### src/rtl/cpu_run_ctrl.sv
// Sequencing controller for the single-cycle RISC-V core: streams a program into IMEM,
// rewinds the PC, then free-runs or single-steps the core with self-loop halt detection.
//
// state    | meaning
// ---------+----------------------------------------------------------
// IDLE     | waiting for a host command
// LD_RST   | core reset pulse, PC forced to 0 before the load
// LD_WAIT  | ready for the next load word from the host
// LD_WRITE | IMEM write strobe at the current PC
// LD_ADV   | PC+4 pulse to move to the next IMEM slot
// LD_END   | core reset pulse, PC back to 0 after the load
// RUN      | core free-running, watching for an unchanged PC
// STEP     | core executes exactly one instruction
// HALTED   | self-loop detected, core stopped
module cpu_run_ctrl #(
    parameter int MAX_WORDS   = 256,
    parameter int CYC_W       = 32,
    parameter int HALT_REPEAT = 2
) (
    input  logic                       clk,
    input  logic                       reset,
    input  logic                       cmd_load,
    input  logic                       cmd_run,
    input  logic                       cmd_step,
    input  logic                       cmd_halt,
    input  logic                       host_valid,
    input  logic [31:0]                host_data,
    input  logic                       host_last,
    output logic                       host_ready,
    input  logic [31:0]                cpu_pc,
    output logic                       cpu_reset,
    output logic                       cpu_start,
    output logic                       cpu_up,
    output logic                       cpu_down,
    output logic [31:0]                imem_write_instr,
    output logic                       imem_write_en,
    output logic                       busy,
    output logic                       halted,
    output logic                       error,
    output logic [$clog2(MAX_WORDS):0] word_count,
    output logic [CYC_W-1:0]           cycle_count
);

    localparam int WC_W = $clog2(MAX_WORDS) + 1;
    localparam int SC_W = $clog2(HALT_REPEAT + 1);
    localparam logic [WC_W-1:0] WC_MAX = WC_W'(MAX_WORDS);
    localparam logic [SC_W-1:0] SC_HALT = SC_W'(HALT_REPEAT);

    typedef enum logic [3:0] {
        IDLE, LD_RST, LD_WAIT, LD_WRITE, LD_ADV, LD_END, RUN, STEP, HALTED
    } state_t;

    state_t            state;
    state_t            state_next;
    logic              last_q;
    logic              first_run;
    logic [31:0]       pc_prev;
    logic [SC_W-1:0]   same_cnt;
    logic [SC_W-1:0]   same_next;
    logic              load_go;
    logic              accept;

    assign cpu_down = 1'b0;
    assign accept   = (state == LD_WAIT) && host_valid;

    always_comb begin
        state_next = state;
        load_go    = 1'b0;
        same_next  = (!first_run && (cpu_pc == pc_prev)) ? same_cnt + 1'b1 : '0;
        case (state)
            IDLE: begin
                if (cmd_load) begin
                    state_next = LD_RST;
                    load_go    = 1'b1;
                end else if (cmd_run) begin
                    state_next = RUN;
                end else if (cmd_step) begin
                    state_next = STEP;
                end
            end
            LD_RST:   state_next = LD_WAIT;
            LD_WAIT: begin
                if (accept) state_next = (word_count == WC_MAX) ? LD_END : LD_WRITE;
            end
            LD_WRITE: state_next = LD_ADV;
            LD_ADV:   state_next = last_q ? LD_END : LD_WAIT;
            LD_END:   state_next = IDLE;
            // an explicit halt wins over a halt detected in the same cycle
            RUN: begin
                if (cmd_halt) begin
                    state_next = IDLE;
                end else if (same_next == SC_HALT) begin
                    state_next = HALTED;
                end
            end
            STEP:     state_next = IDLE;
            HALTED: begin
                if (cmd_load) begin
                    state_next = LD_RST;
                    load_go    = 1'b1;
                end else if (cmd_halt) begin
                    state_next = IDLE;
                end
            end
            default:  state_next = IDLE;
        endcase
    end

    always_ff @(posedge clk or negedge reset) begin
        if (!reset) begin
            state <= IDLE;
        end else begin
            state <= state_next;
        end
    end

    // strobes are registered from the next state so they line up with the state register
    always_ff @(posedge clk or negedge reset) begin
        if (!reset) begin
            host_ready    <= 1'b0;
            cpu_reset     <= 1'b0;
            cpu_start     <= 1'b0;
            cpu_up        <= 1'b0;
            imem_write_en <= 1'b0;
            busy          <= 1'b0;
            halted        <= 1'b0;
        end else begin
            host_ready    <= (state_next == LD_WAIT);
            cpu_reset     <= (state_next == LD_RST) || (state_next == LD_END);
            cpu_start     <= (state_next == RUN) || (state_next == STEP);
            cpu_up        <= (state_next == LD_ADV);
            imem_write_en <= (state_next == LD_WRITE);
            busy          <= (state_next != IDLE) && (state_next != HALTED);
            halted        <= (state_next == HALTED);
        end
    end

    always_ff @(posedge clk or negedge reset) begin
        if (!reset) begin
            word_count       <= '0;
            cycle_count      <= '0;
            error            <= 1'b0;
            imem_write_instr <= '0;
            last_q           <= 1'b0;
            pc_prev          <= '0;
            same_cnt         <= '0;
            first_run        <= 1'b1;
        end else begin
            if (load_go) begin
                word_count  <= '0;
                cycle_count <= '0;
                error       <= 1'b0;
            end
            if (accept) begin
                imem_write_instr <= host_data;
                last_q           <= host_last;
                if (word_count == WC_MAX) error <= 1'b1;
            end
            if (state == LD_WRITE) word_count <= word_count + 1'b1;
            if (((state == RUN) || (state == STEP)) && (cycle_count != '1)) begin
                cycle_count <= cycle_count + 1'b1;
            end
            // the first RUN cycle has no valid previous PC to compare against
            if (state == RUN) begin
                pc_prev   <= cpu_pc;
                same_cnt  <= same_next;
                first_run <= 1'b0;
            end else begin
                same_cnt  <= '0;
                first_run <= 1'b1;
            end
        end
    end

endmodule

### config.mk
export PLATFORM = sky130hd
export DESIGN_NAME = cpu_run_ctrl
export DESIGN_NICKNAME = d
export VERILOG_FILES = /design/src/rtl/cpu_run_ctrl.sv
export SDC_FILE = /design/constraint.sdc
export NUM_CORES = 1
export LEC_CHECK = 0
export CORE_UTILIZATION = 35
export CTS_CLUSTER_SIZE = 16
export DETAILED_ROUTE_END_ITERATION = 8
export PLACE_DENSITY = 0.66
export SYNTH_ARGS = -nofsm -noshare
export SYNTH_HDL_FRONTEND = slang
export SYNTH_SLANG_ARGS = --single-unit
### constraint.sdc
create_clock -name clk -period 3.45 [get_ports clk]
set_input_delay 0.345 -clock clk [delete_from_list [all_inputs] [get_ports clk]]
set_output_delay 0.345 -clock clk [all_outputs]
set_load 0.01 [all_outputs]
==> impl_metrics.py, run 1 <==
metrics = {
    "placed_design": {
        "port-buffer-count": 152,
        "place.gp.congestion": 0.871,
        "hpwlAfterDp_mm": 11.1,
        "place_area_um2": 7780,
        "dp.cells": 907,
    },
    "detailed_routing": {
        "drcViolationCount": 0,
        "wl_per_cell_um": 16.1,
        "vias": 4965,
        "dr.pass1.iters": 5,
        "drt-initial-drc-count": 216,
        "avgViaCountPerCell": 5.28,
        "wl_mm": 15.2,
        "final_antenna_net_count": 0,
    },
    "global_route": {
        "top_usage_layer": "met2",
        "met3_usage_pct": 6.89,
        "grt_usage_pct": 17.8,
        "grt_max_degree": 70,
        "use_met2_pct": 29.4,
        "grt_pass1_vias": 5044,
        "use_met1_pct": 20.9,
        "grt_pass1_wl_mm": 24.9,
        "overflow": 0,
        "antenna_found_initial": 0,
    },
    "hold_path": {
        "hold_class": "reg2reg",
        "hp-start": "same_cnt[0]",
    },
    "power": {
        "leakagePower_uw": 0.00327,
        "intPower_uw": 4430,
        "combPwrFrac_pct": 35.2,
        "clockPowerShare_pct": 29.9,
        "pwr-share-seq_pct": 34.9,
        "switching_share_pct": 31.2,
        "p_per_area_nw_per_um2": 764,
        "p_switching_uw": 2010,
        "peakVddDrop_mv": 0.382,
    },
    "layout": {
        "final_common_cell": "clkdlybuf4s50_1",
        "final_util_pct": 50.3,
        "syn2layout_area_growth_pct": 39.2,
        "diodes": 0,
        "drive_gt1_share_pct": 16.9,
        "nFillCells": 1512,
        "final_cell_area_um2": 8430,
        "final_cell_mix": "clkdlybuf4s50_1, dfrtp_1, mux2_2",
        "nets": 782,
        "fin_cells": 940,
    },
    "setup_path": {
        "path_delay_family": "compound AO/OA/AOI/OAI gates",
        "rrSetupSlack_ns": 0.90,
        "r2r_start": "cycle_count[0]",
        "cp-startpoint": "cycle_count[0]",
        "end_kind": "flop",
        "reg2reg_depth": 6,
        "crit_chain": "ha_1 -> nand3_1 -> nor4_1 -> a31oi_2 -> a41oi_1 -> a21oi_1",
        "r2r-end": "cycle_count[29]",
        "cp-start-kind": "flop",
        "cp.depth": 6,
        "max_stage_delay_ns": 0.54,
        "critPathBufInv": 0,
        "required_ns": 3.73,
        "worstPathArrival_ns": 2.83,
        "crit_fanout": 27,
        "cp_slowest_cell": "a31oi_2",
        "critical_path.endpoint": "cycle_count[29]",
        "criticalPathCategory": "reg2reg",
    },
    "logic_synthesis": {
        "async_reset_ff_share_pct": 100,
        "yosys_most_used_dff": "dfrtp_1",
        "synth_cell_types": 62,
        "syn-cell-area_um2": 6060,
        "yosys_warnings": 0,
        "ys_seq_area_share_pct": 50.0,
        "ys_seq_elements": 121,
        "synth_edf_count": 0,
        "netlist_instances": 555,
        "syn-num-nets": 630,
        "avgSynthCellArea_um2": 10.9,
    },
    "die": {
        "die_w_um": 134,
        "start_util_pct": 36.1,
        "core_region_area_um2": 16800,
        "fp.dieH_um": 134,
        "placementRows": 47,
        "dieArea_um2": 17800,
        "ios": 154,
    },
    "clock_tree": {
        "post_cts_buffers": 0,
        "clkLatencyLatePin_ns": 0.42,
        "numCtsBuffers": 17,
        "cts.path.max_buffers": 2,
        "clock-sinks": 121,
        "clockRootBuffer": "clkbuf_16",
        "clk_pin_slew_ns": 0.06,
        "cts_tree": "built",
        "cts_max_level": 4,
    },
    "sta": {
        "report.final.slew_viol_count": 0,
        "fin_crit_ns": 2.55,
        "finalHoldWorstSlack_ns": 0.440,
        "relSlewSlack_pct": 21.3,
        "hold_viol_final": 0,
        "tightest_slew_ns": 1.18,
        "clock_skew_ns": 0.00722,
        "clock.fmax_mhz": 392,
        "timing.final.crit_share_pct": 73.9,
        "rsz0062_at_grt": "false",
        "timing.setup.tns_ns": 0,
        "setup_violations": 0,
    },
    "run_status": {
        "status": "complete, no violations",
    },
    "flow_run": {
        "max_cap_viol_count": 0,
    },
}
==> metrics by stage <==
stage | power (µW) | setup WS (ns)
6_report | 6440 | 0.900
5_1_grt | 6830 | 0.676
4_1_cts | 6530 | 0.940
3_5_place_dp | 4570 | 0.876
3_3_place_gp | 4490 | 0.984
2_1_floorplan | 3620 | 1.50
==> kinds of logic after synthesis <==
| logic type | count (synthesis) | synth area share (%) |
|---|---|---|
| AOI/OAI and AO/OA | 106 | 12.1 |
| xor gates and xnor gates | 30 | 4.46 |
| adders and majority gates | 3 | 0.620 |
| buffers and inverters | 54 | 4.03 |
| DFF | 121 | 50.0 |
| muxes | 68 | 12.5 |
| other | 1 | 0.0619 |
| and+or+nand+nor | 172 | 16.2 |
==> synth_stat cells (4+ instances only) <==
cell	number	area [µm²]
dfrtp_1	120	3000
mux2_2	63	709
o21ai_0	31	155
inv_1	29	109
nand2_1	28	105
xnor2_1	28	245
nand3_1	25	125
nand4_1	22	138
nor2_1	21	78.8
a21oi_1	13	65.1
o21ai_1	12	60.1
nor4_1	10	62.6
or3_1	10	62.6
a31oi_1	9	56.3
and3_1	9	56.3
clkbuf_1	9	33.8
nand2b_1	9	56.3
buf_2	8	40.0
and4_1	6	52.6
nor3_1	6	30.0
o211ai_2	6	75.1
or4_1	6	45.0
mux2i_1	5	50.1
o31ai_1	5	37.5
buf_4	4	30.0
o2111ai_1	4	35.0
o211ai_1	4	30.0
o31a_1	4	35.0
==> sequential cells by signal, indices dropped and copies added (netlist names) <==
| name | count |
|---|---|
| last_q | 1 |
| host_ready | 1 |
| word_count | 9 |
| error | 1 |
| first_run | 1 |
| imem_write_en | 1 |
| cycle_count | 32 |
| halted | 1 |
| pc_prev | 32 |
| busy | 1 |
| state | 4 |
| cpu_up | 1 |
| same_cnt | 2 |
| imem_write_instr | 32 |
| cpu_reset | 1 |
| cpu_start | 1 |
==> worst reg2reg max path: cells and delay by family (launching register included) <==
kind / cells / cell delay (ns)
adder cells (fa/ha/maj): 1 / 0.23
AND/OR/NAND/NOR: 2 / 0.71
flip-flops: 1 / 0.47
AO/OA/AOI/OAI: 3 / 1.02
==> metal layers <==
metal	wire length (µm)	part of all wire (%)	vias up
li1	-	-	2344
met1	6170	41	2398
met2	7520	50	191
met3	1180	7.8	32
met4	287	1.9	0
met5	0	0	-
==> worst min path at each step <==
| stage | cells after the start | endpoint | slack (ns) |
|---|---|---|---|
| 5_1_grt | 1 | same_cnt[0] | 0.46 |
| 3_3_place_gp | 1 | same_cnt[0] | 0.43 |
| 2_1_floorplan | 0 | busy | 0.05 |
| 3_5_place_dp | 1 | same_cnt[0] | 0.43 |
| 6_report | 1 | same_cnt[0] | 0.44 |
| 4_1_cts | 1 | same_cnt[0] | 0.44 |
==> layout make-up <==
cell class | count | area (µm²) | area share (%)
repair buffers | 157 | 1570 | 18.6
inverters | 30 | 113 | 1.34
clock inverters | 13 | 200 | 2.37
flip-flops and latches | 121 | 3030 | 35.9
multi-input cells | 380 | 2800 | 33.2
well taps | 220 | 275 | 3.27
clock buffers | 19 | 443 | 5.25
==> timing repair <==
action                                 CTS  global route
endpoints found under the hold margin   16             0
gates resized for setup                  0             0
hold buffers                             1             0
==> power by group through the flow <==
stage          Clock (µW)  Sequential (µW)  Combinational (µW)
2_1_floorplan           0             2300                1320
3_3_place_gp            0             2240                2250
3_5_place_dp            0             2270                2300
4_1_cts              1970             2250                2310
5_1_grt              2040             2320                2480
6_report             1920             2250                2270
Power figures use the tool's default switching activity.
==> run 2: changes to the inputs <==
==> constraint.sdc (replaced) <==
create_clock -name clk -period 2.4 [get_ports clk]
set_input_delay 0.24 -clock clk [delete_from_list [all_inputs] [get_ports clk]]
set_output_delay 0.24 -clock clk [all_outputs]
set_load 0.01 [all_outputs]
==> run 2 against run 1 <==
  * Critical path depth rose by 3
  * Non-clock buffer count increased by 17
  * Core utilization is 0.78 points higher
  * First-iteration DRC count up 3.2%
  * Die area stayed put
  * Design area is 1.5% higher
  * Worst hold slack lost 0.11 ns
==> impl_metrics.py, run 2 (synthesis results as in run 1) <==
metrics = {
    "clock_tree": {
        "clockRootBuffer": "clkbuf_16",
        "clkLatencyLatePin_ns": 0.40,
        "cts_tree": "built",
        "clock-sinks": 121,
        "numCtsBuffers": 17,
        "post_cts_buffers": 0,
        "cts_max_level": 4,
        "clk_pin_slew_ns": 0.05,
        "cts.path.max_buffers": 2,
    },
    "detailed_routing": {
        "wl_mm": 15.0,
        "final_antenna_net_count": 0,
        "drt-initial-drc-count": 223,
        "drcViolationCount": 0,
        "avgViaCountPerCell": 5.19,
        "dr.pass1.iters": 4,
        "wl_per_cell_um": 15.7,
        "vias": 4966,
    },
    "die": {
        "fp.dieH_um": 134,
        "dieArea_um2": 17800,
        "start_util_pct": 36.1,
        "core_region_area_um2": 16800,
        "placementRows": 47,
        "ios": 154,
        "die_w_um": 134,
    },
    "setup_path": {
        "reg2reg_depth": 9,
        "required_ns": 2.71,
        "crit_chain": "inv_1 -> ha_1 -> nor4bb_2 -> nand4_1 -> o211ai_1 -> buf_4 -> o21ai_4 -> buf_12 -> o221ai_1",
        "critPathBufInv": 3,
        "rrSetupSlack_ns": 0.22,
        "end_kind": "flop",
        "cp-start-kind": "flop",
        "cp_slowest_cell": "dfrtp_1",
        "r2r_start": "word_count[0]",
        "path_delay_family": "buffers and inverters",
        "crit_fanout": 24,
        "worstPathArrival_ns": 2.48,
        "r2r-end": "cycle_count[16]",
        "max_stage_delay_ns": 0.43,
        "criticalPathCategory": "reg2reg",
    },
    "layout": {
        "reg_top3": "cycle_count (32), imem_write_instr (32), pc_prev (32)",
        "final_cell_area_um2": 8560,
        "drive_gt1_share_pct": 18.5,
        "nets": 799,
        "final_util_pct": 51.1,
        "final_common_cell": "clkdlybuf4s50_1",
        "syn2layout_area_growth_pct": 41.3,
        "diodes": 0,
        "fin_cells": 956,
        "final_cell_mix": "clkdlybuf4s50_1, dfrtp_1, mux2_2",
    },
    "sta": {
        "timing.final.crit_share_pct": 90.7,
        "clock.fmax_mhz": 459,
        "setup_violations": 0,
        "report.final.slew_viol_count": 0,
        "fin_crit_ns": 2.18,
        "rsz0062_at_grt": "false",
        "hold_viol_final": 0,
        "clock_skew_ns": 0.00654,
        "timing.setup.tns_ns": 0,
        "setup_ws_ns": 0.223,
    },
    "power": {
        "leakagePower_uw": 0.00336,
        "intPower_uw": 6390,
        "combPwrFrac_pct": 37.1,
        "clockPowerShare_pct": 28.1,
        "p_switching_uw": 2850,
        "switching_share_pct": 30.9,
        "peakVddDrop_mv": 0.621,
        "pwr-share-seq_pct": 34.8,
        "p_per_area_nw_per_um2": 1080,
    },
    "global_route": {
        "grt_pass1_wl_mm": 25.3,
        "overflow": 0,
        "antenna_found_initial": 0,
        "grt_usage_pct": 17.9,
        "grt_max_degree": 48,
        "grt_pass1_vias": 5167,
    },
    "placed_design": {
        "port-buffer-count": 152,
        "dp.cells": 924,
        "place_area_um2": 7940,
        "hpwlAfterDp_mm": 11.4,
        "place_ws_ns": 0.0640,
        "place.gp.congestion": 0.865,
    },
    "hold_path": {
        "hold_class": "in2async",
    },
    "run_status": {
        "status": "complete, no violations",
    },
    "flow_run": {
        "max_cap_viol_count": 0,
    },
}
==> run 2: changes by cell type in the layout (fill, tap and decap cells not counted) <==
cell	previous run	this run
clkbuf_1	1	4
nor4bb_1	1	0
buf_12	1	4
nor4bb_2	0	1
buf_4	4	18
clkinvlp_4	4	1
bufinv_16	5	4
==> run 2: worst max path at each step <==
stage                         from              end  slack (ns)  cells after the start
floorplan           cycle_count[0]  cycle_count[30]        0.45                      7
global placement        cpu_pc[25]             busy        0.13                      7
detailed placement      cpu_pc[31]         state[1]        0.06                      7
CTS                  word_count[0]  cycle_count[16]        0.15                      9
global route         word_count[0]  cycle_count[25]        0.04                      9
finish               word_count[0]  cycle_count[16]        0.22                      9
==> run 2: final cells by class <==
type / instances / area, µm²
tap: 220 / 275
sequential: 121 / 3030
timing repair buffer: 174 / 1740
multi-input combinational: 380 / 2800
inverter: 30 / 113
clock buffer: 22 / 454
fill: 1486 / 8200
clock inverter: 9 / 148
==> run 2: layer usage <==
metal / global-route usage [%] / wire length [µm] / up-vias
met5: 0 / 0 / -
met4: 6.82 / 93 / 0
met2: 30.3 / 7630 / 148
li1: - / - / 2380
met3: 5.59 / 1010 / 10
met1: 21.2 / 6260 / 2428
==> run 2: power by group through the flow <==
stage	Combinational [µW]	Sequential, µW	Clock, µW
6_report	3430	3210	2600
5_1_grt	3730	3290	2760
4_1_cts	3480	3220	2660
2_1_floorplan	1900	3310	0
3_5_place_dp	3470	3240	0
3_3_place_gp	3390	3210	0
==> run 2: per-stage QoR <==
| stage | hold WS [ns] | total power, µW |
|---|---|---|
| 2_1_floorplan | -0.0556 | 5210 |
| 3_3_place_gp | 0.225 | 6590 |
| 3_5_place_dp | 0.226 | 6710 |
| 4_1_cts | 0.344 | 9360 |
| 5_1_grt | 0.366 | 9780 |
| 6_report | 0.333 | 9240 |
==> run 2: what timing repair did <==
item,in CTS,in global routing
setup endpoints to repair,0,7
hold buffers,1,0
endpoints found under the hold margin,31,0
resized for setup,0,1
